## src/rtl/qam16_slicer_ber_if.sv

```systemverilog
// Sample/reference bus between the AWGN channel model and the 16-QAM
// slicer/BER stage.
//   ref_valid/ref_bits : transmitted reference bits {I1,I0,Q1,Q0}
//   rx_valid/rx_i/rx_q : noisy received I/Q samples (two's complement, BI bits)
//   dec_valid/dec_bits : registered hard decision {I1,I0,Q1,Q0}
// master = stimulus side, slave = slicer side.
interface qam16_slicer_ber_if #(
  parameter int BI = 12
);
  logic                 ref_valid;
  logic [3:0]           ref_bits;
  logic                 rx_valid;
  logic signed [BI-1:0] rx_i;
  logic signed [BI-1:0] rx_q;
  logic                 dec_valid;
  logic [3:0]           dec_bits;

  modport master (
    output ref_valid, ref_bits, rx_valid, rx_i, rx_q,
    input  dec_valid, dec_bits
  );

  modport slave (
    input  ref_valid, ref_bits, rx_valid, rx_i, rx_q,
    output dec_valid, dec_bits
  );
endinterface

```

## src/rtl/qam16_slicer_ber.sv

```systemverilog
// 16-QAM hard-decision Gray demapper with bit-error accounting.
// Each received I/Q pair is sliced per axis into 2 Gray bits (registered,
// one cycle latency). In RUN, every received symbol pops its transmitted
// reference from a FIFO; one cycle later the Hamming distance is added to
// bit_err_count and sym_count is incremented. After NUM_SYM symbols the
// FSM moves to DONE and stops consuming references.
// Ports:
//   clk, reset (sync, active-low), start (one-cycle restart pulse)
//   bus            : slave side of qam16_slicer_ber_if (rx, ref, decision)
//   bit_err_count  : accumulated bit errors (saturating)
//   sym_count      : compared symbols (saturating)
//   busy / done    : state is RUN / DONE
//   fifo_ovf       : sticky, a reference push was dropped while full
//   fifo_unf       : sticky, a symbol arrived in RUN with no reference
module qam16_slicer_ber #(
  parameter int BI         = 12,
  parameter int AMP        = 256,
  parameter int NUM_SYM    = 80000,
  parameter int FIFO_DEPTH = 32
) (
  input  logic              clk,
  input  logic              reset,
  input  logic              start,
  qam16_slicer_ber_if.slave bus,
  output logic [31:0]       bit_err_count,
  output logic [31:0]       sym_count,
  output logic              busy,
  output logic              done,
  output logic              fifo_ovf,
  output logic              fifo_unf
);

  localparam int                AW   = $clog2(FIFO_DEPTH);
  localparam logic signed [BI:0] THR = (BI+1)'(2 * AMP);
  localparam logic [31:0]       LAST = 32'(NUM_SYM - 1);

  typedef enum logic [1:0] {IDLE, RUN, DONE} state_t;

  state_t      state;
  logic [3:0]  mem [FIFO_DEPTH];
  logic [AW:0] wr_ptr, rd_ptr;
  logic        vld_p1, cmp_p1;
  logic [3:0]  dec_bits_p1, ref_p1;
  logic        empty, full, finishing, run_eff, push, pop, wr_en;

  // Decision regions: [THR,inf) -> +3, [0,THR) -> +1, [-THR,0) -> -1, else -3.
  function automatic logic [1:0] slice_axis(input logic signed [BI-1:0] v);
    logic signed [BI:0] x;
    x = {v[BI-1], v};
    if (x >= THR)       return 2'b10;
    else if (!x[BI])    return 2'b11;
    else if (x >= -THR) return 2'b01;
    else                return 2'b00;
  endfunction

  function automatic logic [2:0] popcount4(input logic [3:0] b);
    return 3'(b[0]) + 3'(b[1]) + 3'(b[2]) + 3'(b[3]);
  endfunction

  function automatic logic [31:0] sat_add(input logic [31:0] a, input logic [2:0] inc);
    logic [32:0] s;
    s = {1'b0, a} + 33'(inc);
    return s[32] ? '1 : s[31:0];
  endfunction

  assign empty = (wr_ptr == rd_ptr);
  assign full  = (wr_ptr[AW-1:0] == rd_ptr[AW-1:0]) && (wr_ptr[AW] != rd_ptr[AW]);

  // The edge that lands the last count must not pop another reference,
  // otherwise a trailing symbol would silently consume one.
  assign finishing = (state == RUN) && cmp_p1 && (sym_count == LAST);
  assign run_eff   = (state == RUN) && !finishing && !start;
  assign pop       = run_eff && bus.rx_valid && !empty;
  assign push      = bus.ref_valid && !start;
  assign wr_en     = push && (!full || pop);

  assign bus.dec_valid = vld_p1;
  assign bus.dec_bits  = dec_bits_p1;

  always_ff @(posedge clk) begin
    if (wr_en) mem[wr_ptr[AW-1:0]] <= bus.ref_bits;
    if (pop)   ref_p1 <= mem[rd_ptr[AW-1:0]];
  end

  always_ff @(posedge clk) begin
    if (!reset) begin
      state         <= IDLE;
      busy          <= 1'b0;
      done          <= 1'b0;
      wr_ptr        <= '0;
      rd_ptr        <= '0;
      vld_p1        <= 1'b0;
      dec_bits_p1   <= '0;
      cmp_p1        <= 1'b0;
      bit_err_count <= '0;
      sym_count     <= '0;
      fifo_ovf      <= 1'b0;
      fifo_unf      <= 1'b0;
    end else begin
      // Stage 1: slice and register the decision in every state
      vld_p1 <= bus.rx_valid;
      if (bus.rx_valid)
        dec_bits_p1 <= {slice_axis(bus.rx_i), slice_axis(bus.rx_q)};

      if (start) begin
        state         <= RUN;
        busy          <= 1'b1;
        done          <= 1'b0;
        wr_ptr        <= '0;
        rd_ptr        <= '0;
        cmp_p1        <= 1'b0;
        bit_err_count <= '0;
        sym_count     <= '0;
        fifo_ovf      <= 1'b0;
        fifo_unf      <= 1'b0;
      end else begin
        if (wr_en)                   wr_ptr   <= wr_ptr + 1'b1;
        if (push && full && !pop)    fifo_ovf <= 1'b1;
        if (pop)                     rd_ptr   <= rd_ptr + 1'b1;
        if (run_eff && bus.rx_valid && empty) fifo_unf <= 1'b1;
        cmp_p1 <= pop;

        // Stage 2: Hamming distance against the popped reference
        if ((state == RUN) && cmp_p1) begin
          bit_err_count <= sat_add(bit_err_count, popcount4(dec_bits_p1 ^ ref_p1));
          sym_count     <= sat_add(sym_count, 3'd1);
        end
        if (finishing) begin
          state <= DONE;
          busy  <= 1'b0;
          done  <= 1'b1;
        end
      end
    end
  end

endmodule

```

## src/flat_wrapper.sv

```systemverilog
// flat-port wrapper written by rule: the top's interface ports become plain ports
module qam16_slicer_ber_flat 
#(
  parameter int BI         = 12,
  parameter int AMP        = 256,
  parameter int NUM_SYM    = 80000,
  parameter int FIFO_DEPTH = 32
)
  (clk, reset, start, bit_err_count, sym_count, busy, done, fifo_ovf, fifo_unf, bus_ref_valid, bus_ref_bits, bus_rx_valid, bus_rx_i, bus_rx_q, bus_dec_valid, bus_dec_bits);
  qam16_slicer_ber_if #(.BI(BI)) bus_i ();
  input  logic clk;
  input  logic reset;
  input  logic start;
  output logic [31:0] bit_err_count;
  output logic [31:0] sym_count;
  output logic busy;
  output logic done;
  output logic fifo_ovf;
  output logic fifo_unf;
  input wire logic [$bits(bus_i.ref_valid)-1:0] bus_ref_valid;
  input wire logic [$bits(bus_i.ref_bits)-1:0] bus_ref_bits;
  input wire logic [$bits(bus_i.rx_valid)-1:0] bus_rx_valid;
  input wire logic [$bits(bus_i.rx_i)-1:0] bus_rx_i;
  input wire logic [$bits(bus_i.rx_q)-1:0] bus_rx_q;
  output wire logic [$bits(bus_i.dec_valid)-1:0] bus_dec_valid;
  output wire logic [$bits(bus_i.dec_bits)-1:0] bus_dec_bits;
  assign bus_i.ref_valid = bus_ref_valid;
  assign bus_i.ref_bits = bus_ref_bits;
  assign bus_i.rx_valid = bus_rx_valid;
  assign bus_i.rx_i = bus_rx_i;
  assign bus_i.rx_q = bus_rx_q;
  assign bus_dec_valid = bus_i.dec_valid;
  assign bus_dec_bits = bus_i.dec_bits;
  qam16_slicer_ber #(.BI(BI), .AMP(AMP), .NUM_SYM(NUM_SYM), .FIFO_DEPTH(FIFO_DEPTH)) u_core (.clk(clk), .reset(reset), .start(start), .bus(bus_i), .bit_err_count(bit_err_count), .sym_count(sym_count), .busy(busy), .done(done), .fifo_ovf(fifo_ovf), .fifo_unf(fifo_unf));
endmodule
```

## config.mk

```make
export PLATFORM = sky130hd
export DESIGN_NAME = qam16_slicer_ber_flat
export DESIGN_NICKNAME = d
export VERILOG_FILES = /design/src/rtl/qam16_slicer_ber_if.sv /design/src/rtl/qam16_slicer_ber.sv /design/src/flat_wrapper.sv
export SDC_FILE = /design/constraint.sdc
export NUM_CORES = 1
export LEC_CHECK = 0
export ABC_AREA = 1
export BUFFER_PORTS_ARGS = -buffer_cell sky130_fd_sc_hd__buf_2
export CAP_MARGIN = 30
export CORE_MARGIN = 1.5
export CORE_UTILIZATION = 50
export CTS_CLUSTER_DIAMETER = 40
export CTS_CLUSTER_SIZE = 24
export DETAILED_ROUTE_END_ITERATION = 12
export PLACE_DENSITY = 0.79
export SYNTH_ARGS = -nofsm -noshare
export SYNTH_HDL_FRONTEND = slang
export SYNTH_SLANG_ARGS = --single-unit
export TNS_END_PERCENT = 1
```

## constraint.sdc

```tcl
create_clock -name clk -period 4.2 [get_ports clk]
set_clock_uncertainty 0.2 [all_clocks]
set_input_delay 1.05 -clock clk [delete_from_list [all_inputs] [get_ports clk]]
set_output_delay 1.05 -clock clk [all_outputs]
set_load 0.01 [all_outputs]
```

==> flow_summary.toml, run 1 <==
[flow_run]
max-cap-violations = 0

[placement]
place.gp.congestion = 0.954
dp_hpwl_mm = 17.2
dp_slack_ps = 723
port_buffers = 87
post_dp_cell_area_mm2 = 0.0113

[die]
dieArea_mm2 = 0.0222
io_pins = 106
start_util_pct = 50.9
design.core.area_mm2 = 0.0210
die_w_um = 149
die_y_um = 149
rows = 53

[global_route]
antenna_found_initial = 1
track_usage_pct = 23.4
grt_max_degree = 68
grt_pass1_vias = 8397
grt_pass1_wl_mm = 41.6
gr-total-overflow = 0

[min_path]
min_path_cells = 1
hp-start = "u_core.fifo_unf"
hold_path_class = "reg -> reg"
hold_end = "u_core.fifo_unf"

[synth]
async_flop_share_pct = 0
synth_cell_types = 41
synth_area_mm2 = 0.0107
ys_warn_count = 0
ys_dominant_reg_cell = "edfxtp_1"
synth-edff-count = 132
ys_seq_elements = 218
synth_top_area_share_pct = 37.1
synth.most_common_cell = "nand2_1"
avgSynthCellArea_um2 = 8.55
synth_largest_area_cell = "edfxtp_1"
synth_cells = 1249
synth_area_leaders = "edfxtp_1, dfxtp_1, nand2_1"
synth_commonest_cells = "nand2_1, nor2_1, edfxtp_1"
synth_nets = 1295
seq_area_frac_synth_pct = 53.3

[detailed_routing]
drt_pass1_iterations = 5
ant_nets = 0
wl_per_cell_um = 16.0
drcViolationCount = 0
viasPerCell = 5.57
drt-initial-drc-count = 682
drt-total-wl_mm = 26.1
vias = 9056

[power]
p_per_area_mw_per_mm2 = 401
ir_worst_vdd_uv = 337
power_leakage_nw = 4.65
finalPower_mw = 4.96

[critical_path]
critPathTopFamily = "adder cells"
crit_chain = "xor2_1 > ha_1 > inv_1 > fa_1 > inv_1 > ha_1 > inv_1 > fa_1 > inv_1 > nand3_1 > nand2_1 > nand3_2 > nor3_4 > nand2_1 > nor2_2 > o21ai_0 > inv_1"
critPathMaxStageDelay_ps = 410
critical_path_class = "reg -> reg"
arrival_ps = 3780
r2r-end = "u_core.bit_err_count[26]"
worstSetupStartpointType = "register"
timing.critical_path.mode_cell = "inv_1"
cp.required_ps = 4470
critPathBufInv = 5
cp_slowest_cell = "fa_1"
path_max_fanout = 6
rr_startpoint = "u_core.ref_p1[0]"
worstRegToRegCells = 17
end_kind = "register"
ff2ff_setup_slack_ps = 690

[cts]
post_cts_resized = 0
cts_root_buffer = "clkbuf_16"
cts_sinks = 218
clk_latency_ps = 530
cts_buffer_depth = 3
h-tree-depth = 1
numCtsBuffers = 29
clk_pin_slew_ps = 50
post_cts.repair.setup_buffers = 0
cts_hold_buffers = 0
cts_tree = "done"

[cells_and_area]
fin_nets = 1375
fill_cells = 1747
syn2layout_area_growth_pct = 15.8
stdcell_area_mm2 = 0.0124
drive_above_1_share_pct = 13.6

[sta]
setup_viol = 0
finalMaxSlewViolations = 0
rsz0062_at_grt = "false"
tns_ps = 0
post-route-min-period_ps = 3510
max-slew-margin-rel_pct = 50.2
hold_viol = 0
fmax_ghz = 0.285
postLayoutSetupSlackWorst_ps = 693
worst_pin_slew_ps = 746
fin_crit_sh_pct = 83.5

[outcome]
status = "completed"
[power by group]
group,internal [mW],switching [mW]
combinational,0.0266,0.0763
sequential,2.27,0.00496
clock,1.64,0.938
[worst max-delay path by stage]
stage / startpoint / to / slack, ps / depth (start not counted)
2_1_floorplan: u_core.ref_p1[0] / u_core.bit_err_count[10] / 1040 / 16
3_3_place_gp: u_core.ref_p1[0] / u_core.bit_err_count[31] / 770 / 17
3_5_place_dp: u_core.ref_p1[0] / u_core.bit_err_count[31] / 720 / 17
4_1_cts: u_core.ref_p1[0] / u_core.bit_err_count[31] / 700 / 17
5_1_grt: u_core.ref_p1[0] / u_core.bit_err_count[13] / 370 / 17
6_report: u_core.ref_p1[0] / u_core.bit_err_count[26] / 690 / 17
[cells by family after synthesis]
| family | after synthesis | share of synthesized area (%) |
|---|---|---|
| AOI/OAI and AO/OA | 188 | 9.49 |
| and+or+nand+nor | 633 | 26.1 |
| DFF | 218 | 53.3 |
| xor gates and xnor gates | 45 | 3.69 |
| buffers and inverters | 152 | 5.75 |
| adders and majority gates | 13 | 1.66 |
[placed cells by master (no fill, tap or decap), types with 42 or more instances in the layout]
master,count
nor2_1,190
o21ai_0,84
nand2_1,256
nor3_1,42
a21oi_1,65
dfxtp_1,85
nand3_1,83
edfxtp_1,132
inv_1,96
buf_2,87
[registers in the layout (all words and copies together) (netlist names)]
| register | cells |
|---|---|
| u_core.fifo_ovf | 1 |
| u_core.done | 1 |
| u_core.ref_p1 | 4 |
| u_core.bus.dec_valid | 1 |
| u_core.cmp_p1 | 1 |
| u_core.mem | 128 |
| u_core.bit_err_count | 32 |
| u_core.bus.dec_bits | 4 |
| u_core.state | 1 |
| u_core.fifo_unf | 1 |
| u_core.sym_count | 32 |
| u_core.rd_ptr | 6 |
| u_core.wr_ptr | 6 |
[final cells by class]
| class | instances | area, um^2 | share of cell area (%) |
|---|---|---|---|
| diodes | 1 | 2.50 | 0.0203 |
| flip-flops and latches | 218 | 5690 | 46.0 |
| clock buffers | 29 | 726 | 5.87 |
| clock inverters | 23 | 300 | 2.43 |
| well taps | 275 | 344 | 2.78 |
| repair buffers | 94 | 520 | 4.21 |
| inverters | 107 | 402 | 3.25 |
| multi-input cells | 879 | 4380 | 35.4 |
[stage by stage]
stage / hold slack (ps) / instances / utilization (%)
final: 260 / 1626 / 59.0
after detailed placement: 253 / 1572 / 53.9
after CTS: 265 / 1624 / 58.8
after global placement: 244 / 1572 / 53.9
after floorplan: 271 / 1249 / -
after global routing: 284 / 1626 / 59.0
[worst register-to-register path, cell delays in order (launching register included)]
cell	delay, ps
edfxtp_1	370
xor2_1	150
ha_1	280
inv_1	70
fa_1	410
inv_1	60
ha_1	180
inv_1	60
fa_1	400
inv_1	90
nand3_1	60
nand2_1	90
nand3_2	150
nor3_4	240
nand2_1	150
nor2_2	270
o21ai_0	150
inv_1	60
[layer usage]
metal  up-vias  routed length, um  track usage [%]
met1      4232              10600             30.3
met4         0                911             9.85
met2       376              12400             38.9
met5         -                  0                0
met3        68               2130             4.19
li1       4380                  -                -
Power figures use the tool's default switching activity.
==> run 2, diff against run 1 <==
Clock period 4.2 ns to 3.4 ns, I/O delays scaled along.
==> flow_summary.toml, run 2 (synthesis results as in run 1) <==
[outcome]
status = "finished, violations left"
violations = "setup timing"

[sta]
hold_viol = 0
setup_viol = 1
finalMaxSlewViolations = 0
postLayoutSetupSlackWorst_ps = -11.3
tns_ps = -11.3
worst_pin_slew_ps = 799
post-route-min-period_ps = 3410
rsz0062_at_grt = "true"
max-slew-margin-rel_pct = 46.6
fmax_ghz = 0.293
fin_crit_sh_pct = 100

[critical_path]
critical_path_class = "reg -> reg"
critPathBufInv = 6
ff2ff_setup_slack_ps = -10
path_max_fanout = 8
end_kind = "register"
worstSetupStartpointType = "register"
critPathMaxStageDelay_ps = 390
worstRegToRegCells = 18
cp_slowest_cell = "fa_1"
crit_chain = "xor2_1 > ha_1 > inv_2 > fa_1 > inv_1 > ha_2 > inv_2 > fa_2 > inv_2 > nand3_2 > nand2_2 > nand3_4 > nor3_4 > buf_6 > nand4_4 > nand3_2 > nand2_1 > inv_1"
cp.required_ps = 3720
timing.critical_path.mode_cell = "inv_2"
rr_startpoint = "u_core.ref_p1[1]"
r2r-end = "u_core.bit_err_count[25]"
arrival_ps = 3730
critPathTopFamily = "adder cells"

[detailed_routing]
drt_pass1_iterations = 5
ant_nets = 0
drt-initial-drc-count = 735
wl_per_cell_um = 16.1
viasPerCell = 5.56
drt-total-wl_mm = 26.6
drcViolationCount = 0
vias = 9211

[cts]
clk_pin_slew_ps = 70
cts_tree = "done"
cts_root_buffer = "clkbuf_16"
cts_sinks = 218
clk_latency_ps = 570
cts_hold_buffers = 0
cts_buffer_depth = 3
numCtsBuffers = 28
h-tree-depth = 1

[global_route]
gr-total-overflow = 0
grt_max_degree = 54
track_usage_pct = 23.4
grt_pass1_wl_mm = 41.5
antenna_found_initial = 1
grt_pass1_vias = 8286

[placement]
place.gp.congestion = 0.929
port_buffers = 87
dp_hpwl_mm = 17.6

[cells_and_area]
syn2layout_area_growth_pct = 17.9
postLayoutCoreUtil_pct = 60.1
final_cell_mix = "nand2_1, nor2_1, edfxtp_1, inv_1, buf_2"
largest_reg_flops = 128
final_common_cell = "nand2_1"
fin_nets = 1405
drive_above_1_share_pct = 16.4
fill_cells = 1791

[die]
start_util_pct = 50.9
rows = 53
design.core.area_mm2 = 0.0210
dieArea_mm2 = 0.0222
io_pins = 106
die_y_um = 149
die_w_um = 149

[power]
power_leakage_nw = 4.79
p_per_area_mw_per_mm2 = 471
ir_worst_vdd_uv = 492

[flow_run]
max-cap-violations = 0

[min_path]
hp-start = "u_core.bit_err_count[2]"
hold_path_class = "reg -> reg"
min_path_cells = 2
hold_end = "u_core.bit_err_count[2]"
[run 2: cell types whose count changed in the layout (fill, tap and decap cells not counted), moves of 4 or more]
cell	previous run	this run
clkinv_2	7	1
buf_4	5	35
nand3_1	83	79
bufinv_16	6	1
[run 2: metal layers]
metal	global-route usage [%]	routed length [um]	vias up
li1	-	-	4447
met1	30.3	10700	4330
met2	39.7	13000	375
met3	3.67	2120	59
met4	8.22	703	0
met5	0	0	-
[run 2: worst reg2reg max path, cell delays in order, from the launching register on]
cell and delay, ps:
edfxtp_1 370, xor2_1 160, ha_1 300, inv_2 60, fa_1 390, inv_1 70
ha_2 180, inv_2 40, fa_2 370, inv_2 70, nand3_2 60, nand2_2 100
nand3_4 90, nor3_4 290, buf_6 160, nand4_4 180, nand3_2 150, nand2_1 70
inv_1 50
[run 2: power breakdown]
group          leakage, nW  internal [mW]  switching, mW
registers             1.88           2.81        0.00579
clock network        0.465           1.68           1.30
logic                 2.44         0.0359         0.0957
total                 4.79           4.52           1.41
[run 2: how the worst max path moves through the flow]
stage | slack (ps) | endpoint | depth (start not counted) | from
2_1_floorplan | 240 | u_core.bit_err_count[10] | 16 | u_core.ref_p1[0]
3_3_place_gp | 80 | u_core.bit_err_count[26] | 17 | u_core.ref_p1[0]
3_5_place_dp | 50 | u_core.bit_err_count[27] | 17 | u_core.ref_p1[0]
4_1_cts | 30 | u_core.bit_err_count[27] | 17 | u_core.ref_p1[0]
5_1_grt | -180 | u_core.bit_err_count[25] | 18 | u_core.ref_p1[1]
6_report | -10 | u_core.bit_err_count[25] | 18 | u_core.ref_p1[1]
[run 2: cell type report]
class | instances | area [um^2] | share of cell area [%]
flip-flops and latches | 218 | 5690 | 45.2
multi-input cells | 880 | 4450 | 35.4
repair buffers | 124 | 729 | 5.79
clock buffers | 30 | 708 | 5.62
inverters | 107 | 402 | 3.19
well taps | 275 | 344 | 2.73
clock inverters | 22 | 265 | 2.11
diodes | 1 | 2.50 | 0.0199
[run 2: per-stage QoR]
| stage | hold WS [ps] | cells | power, mW | area [um^2] | setup WS [ps] |
|---|---|---|---|---|---|
| floorplan | 271 | 1249 | 2.93 | 10700 | 244 |
| global placement | 285 | 1601 | 3.00 | 11500 | 76.9 |
| detailed placement | 285 | 1601 | 3.00 | 11500 | 49.5 |
| CTS | 271 | 1653 | 5.98 | 12500 | 26.7 |
| global route | 298 | 1657 | 6.12 | 12600 | -179 |
| finish | 288 | 1657 | 5.93 | 12600 | -11.3 |
[run 2: repair_timing]
item                                    CTS  global route
resized for setup                         1            20
gates cloned                              0             1
endpoints found under the setup margin    2            32
pin swaps                                 0             8
buffers inserted                          0             2
==> run 3, diff against run 2 <==
Settings changed: RECOVER_POWER set to 50.
==> flow_summary.toml, run 3 (synthesis results as in run 1) <==
[global_route]
gr-total-overflow = 0
antenna_found_initial = 1
grt_max_degree = 54
track_usage_pct = 23.4
grt_pass1_vias = 8286
grt_pass1_wl_mm = 41.5

[cells_and_area]
fill_cells = 1825
fin_cells = 1657
stdcell_area_mm2 = 0.0125
drive_above_1_share_pct = 12.8
final_cell_mix = "nand2_1, nor2_1, edfxtp_1, inv_1, dfxtp_1"
final_common_cell = "nand2_1"
fin_nets = 1405
syn2layout_area_growth_pct = 17.2
largest_reg_flops = 128

[cts]
cts_root_buffer = "clkbuf_16"
cts_hold_buffers = 0
cts_tree = "done"
cts_sinks = 218
numCtsBuffers = 28
h-tree-depth = 1
clk_latency_ps = 570
clk_pin_slew_ps = 70
cts_buffer_depth = 3

[power]
clkPwrFrac_pct = 50.4
ir_worst_vdd_uv = 492
switching_share_pct = 23.7
pwr-share-comb_pct = 2.2
p_per_area_mw_per_mm2 = 474
intPower_mw = 4.52
pwr-share-seq_pct = 47.4
p_sw_mw = 1.41
power_leakage_nw = 4.60

[detailed_routing]
vias = 9216
wl_per_cell_um = 16.1
drt_pass1_iterations = 7
viasPerCell = 5.56
drt-initial-drc-count = 852
ant_nets = 0
drcViolationCount = 0
drt-total-wl_mm = 26.8

[die]
die_w_um = 149
rows = 53
io_pins = 106
start_util_pct = 50.9
dieArea_mm2 = 0.0222
design.core.area_mm2 = 0.0210
die_y_um = 149

[critical_path]
end_kind = "register"
arrival_ps = 3740
worstSetupStartpointType = "register"
cp.required_ps = 3720
path_max_fanout = 8
critical_path_class = "reg -> reg"

[sta]
postLayoutSetupSlackWorst_ps = -13.0
max-slew-margin-rel_pct = 2.23
setup_viol = 1
post-route-min-period_ps = 3410
worst_pin_slew_ps = 1470
finalMaxSlewViolations = 0
hold_viol = 0
fin_crit_sh_pct = 100
fmax_ghz = 0.293
rsz0062_at_grt = "true"

[outcome]
status = "finished, violations left"
violations = "setup timing"

[min_path]
hold_path_class = "reg -> reg"

[placement]
placed_cells = 1601
dp_hpwl_mm = 17.6
post_dp_cell_area_mm2 = 0.0115
port_buffers = 87
place.gp.congestion = 0.929

[flow_run]
max-cap-violations = 0
==> run 3: cell types whose count changed in the layout (fill, tap and decap cells not counted), moves of 2 or more <==
cell,delta
buf_2,-44
clkbuf_1,+44
nand2_1,+3
nand2_2,-2
nor2_1,+2
==> run 3: layout make-up <==
| type | count | area (um^2) | share of cell area, % |
|---|---|---|---|
| Clock buffer | 30 | 708 | 5.66 |
| Clock inverter | 22 | 265 | 2.12 |
| Sequential cell | 218 | 5690 | 45.5 |
| Tap cell | 275 | 344 | 2.75 |
| Antenna cell | 1 | 2.50 | 0.0200 |
| Inverter | 107 | 402 | 3.21 |
| Timing Repair Buffer | 124 | 674 | 5.39 |
| Multi-Input combinational cell | 880 | 4430 | 35.4 |
==> run 3: metal layers <==
metal  routed length, um  global-route usage [%]  up-vias  share of wire [%]
met5                   0                       0        -                  0
met4                 671                    8.22        0                2.5
met3                2070                    3.67       57                7.7
met2               13100                    39.7      387                 49
met1               10900                    30.3     4330                 41
li1                    -                       -     4442                  -
==> run 3: final timing paths <==
| check | from | to | slack, ps | cells after the start |
|---|---|---|---|---|
| min | u_core.bit_err_count[2] | u_core.bit_err_count[2] | 290 | 2 |
| max reg2reg | u_core.ref_p1[1] | u_core.bit_err_count[25] | -10 | 18 |
| min reg2reg | u_core.bit_err_count[2] | u_core.bit_err_count[2] | 290 | 2 |
| max | u_core.ref_p1[1] | u_core.bit_err_count[25] | -10 | 18 |
==> run 3: metrics by stage <==
step / hold WS (ps) / TNS, ps / utilization [%] / worst slack, ps / total power, mW
2_1_floorplan: 271 / 0 / - / 244 / 2.93
3_3_place_gp: 285 / 0 / 55.0 / 76.9 / 3.00
3_5_place_dp: 285 / 0 / 55.0 / 49.5 / 3.00
4_1_cts: 271 / 0 / 59.6 / 26.7 / 5.98
5_1_grt: 298 / -2360 / 59.7 / -179 / 6.12
6_report: 290 / -13.0 / 59.7 / -13.0 / 5.93
==> run 3: worst max-delay path: stages, from the launching register on <==
cell,delay (ps)
edfxtp_1,370
xor2_1,160
ha_1,300
inv_2,60
fa_1,390
inv_1,70
ha_2,180
inv_2,40
fa_2,370
inv_2,70
nand3_2,60
nand2_2,100
nand3_4,90
nor3_4,290
buf_6,160
nand4_4,180
nand3_2,150
nand2_1,70
inv_1,50
==> run 3: power groups by stage <==
stage                     combinational (mW)  sequential (mW)  clock [mW]
after global placement                 0.127             2.87           0
after global routing                   0.146             2.81        3.16
after detailed placement               0.131             2.87           0
final                                  0.129             2.81        2.99
after floorplan                       0.0636             2.87           0
after CTS                              0.132             2.81        3.03
==> run 3: timing repair <==
item                                    in CTS  in global routing
gates cloned                                 0                  1
pin swaps                                    0                  8
setup buffers                                0                  2
endpoints found under the setup margin       2                 32
resized for setup                            1                 20
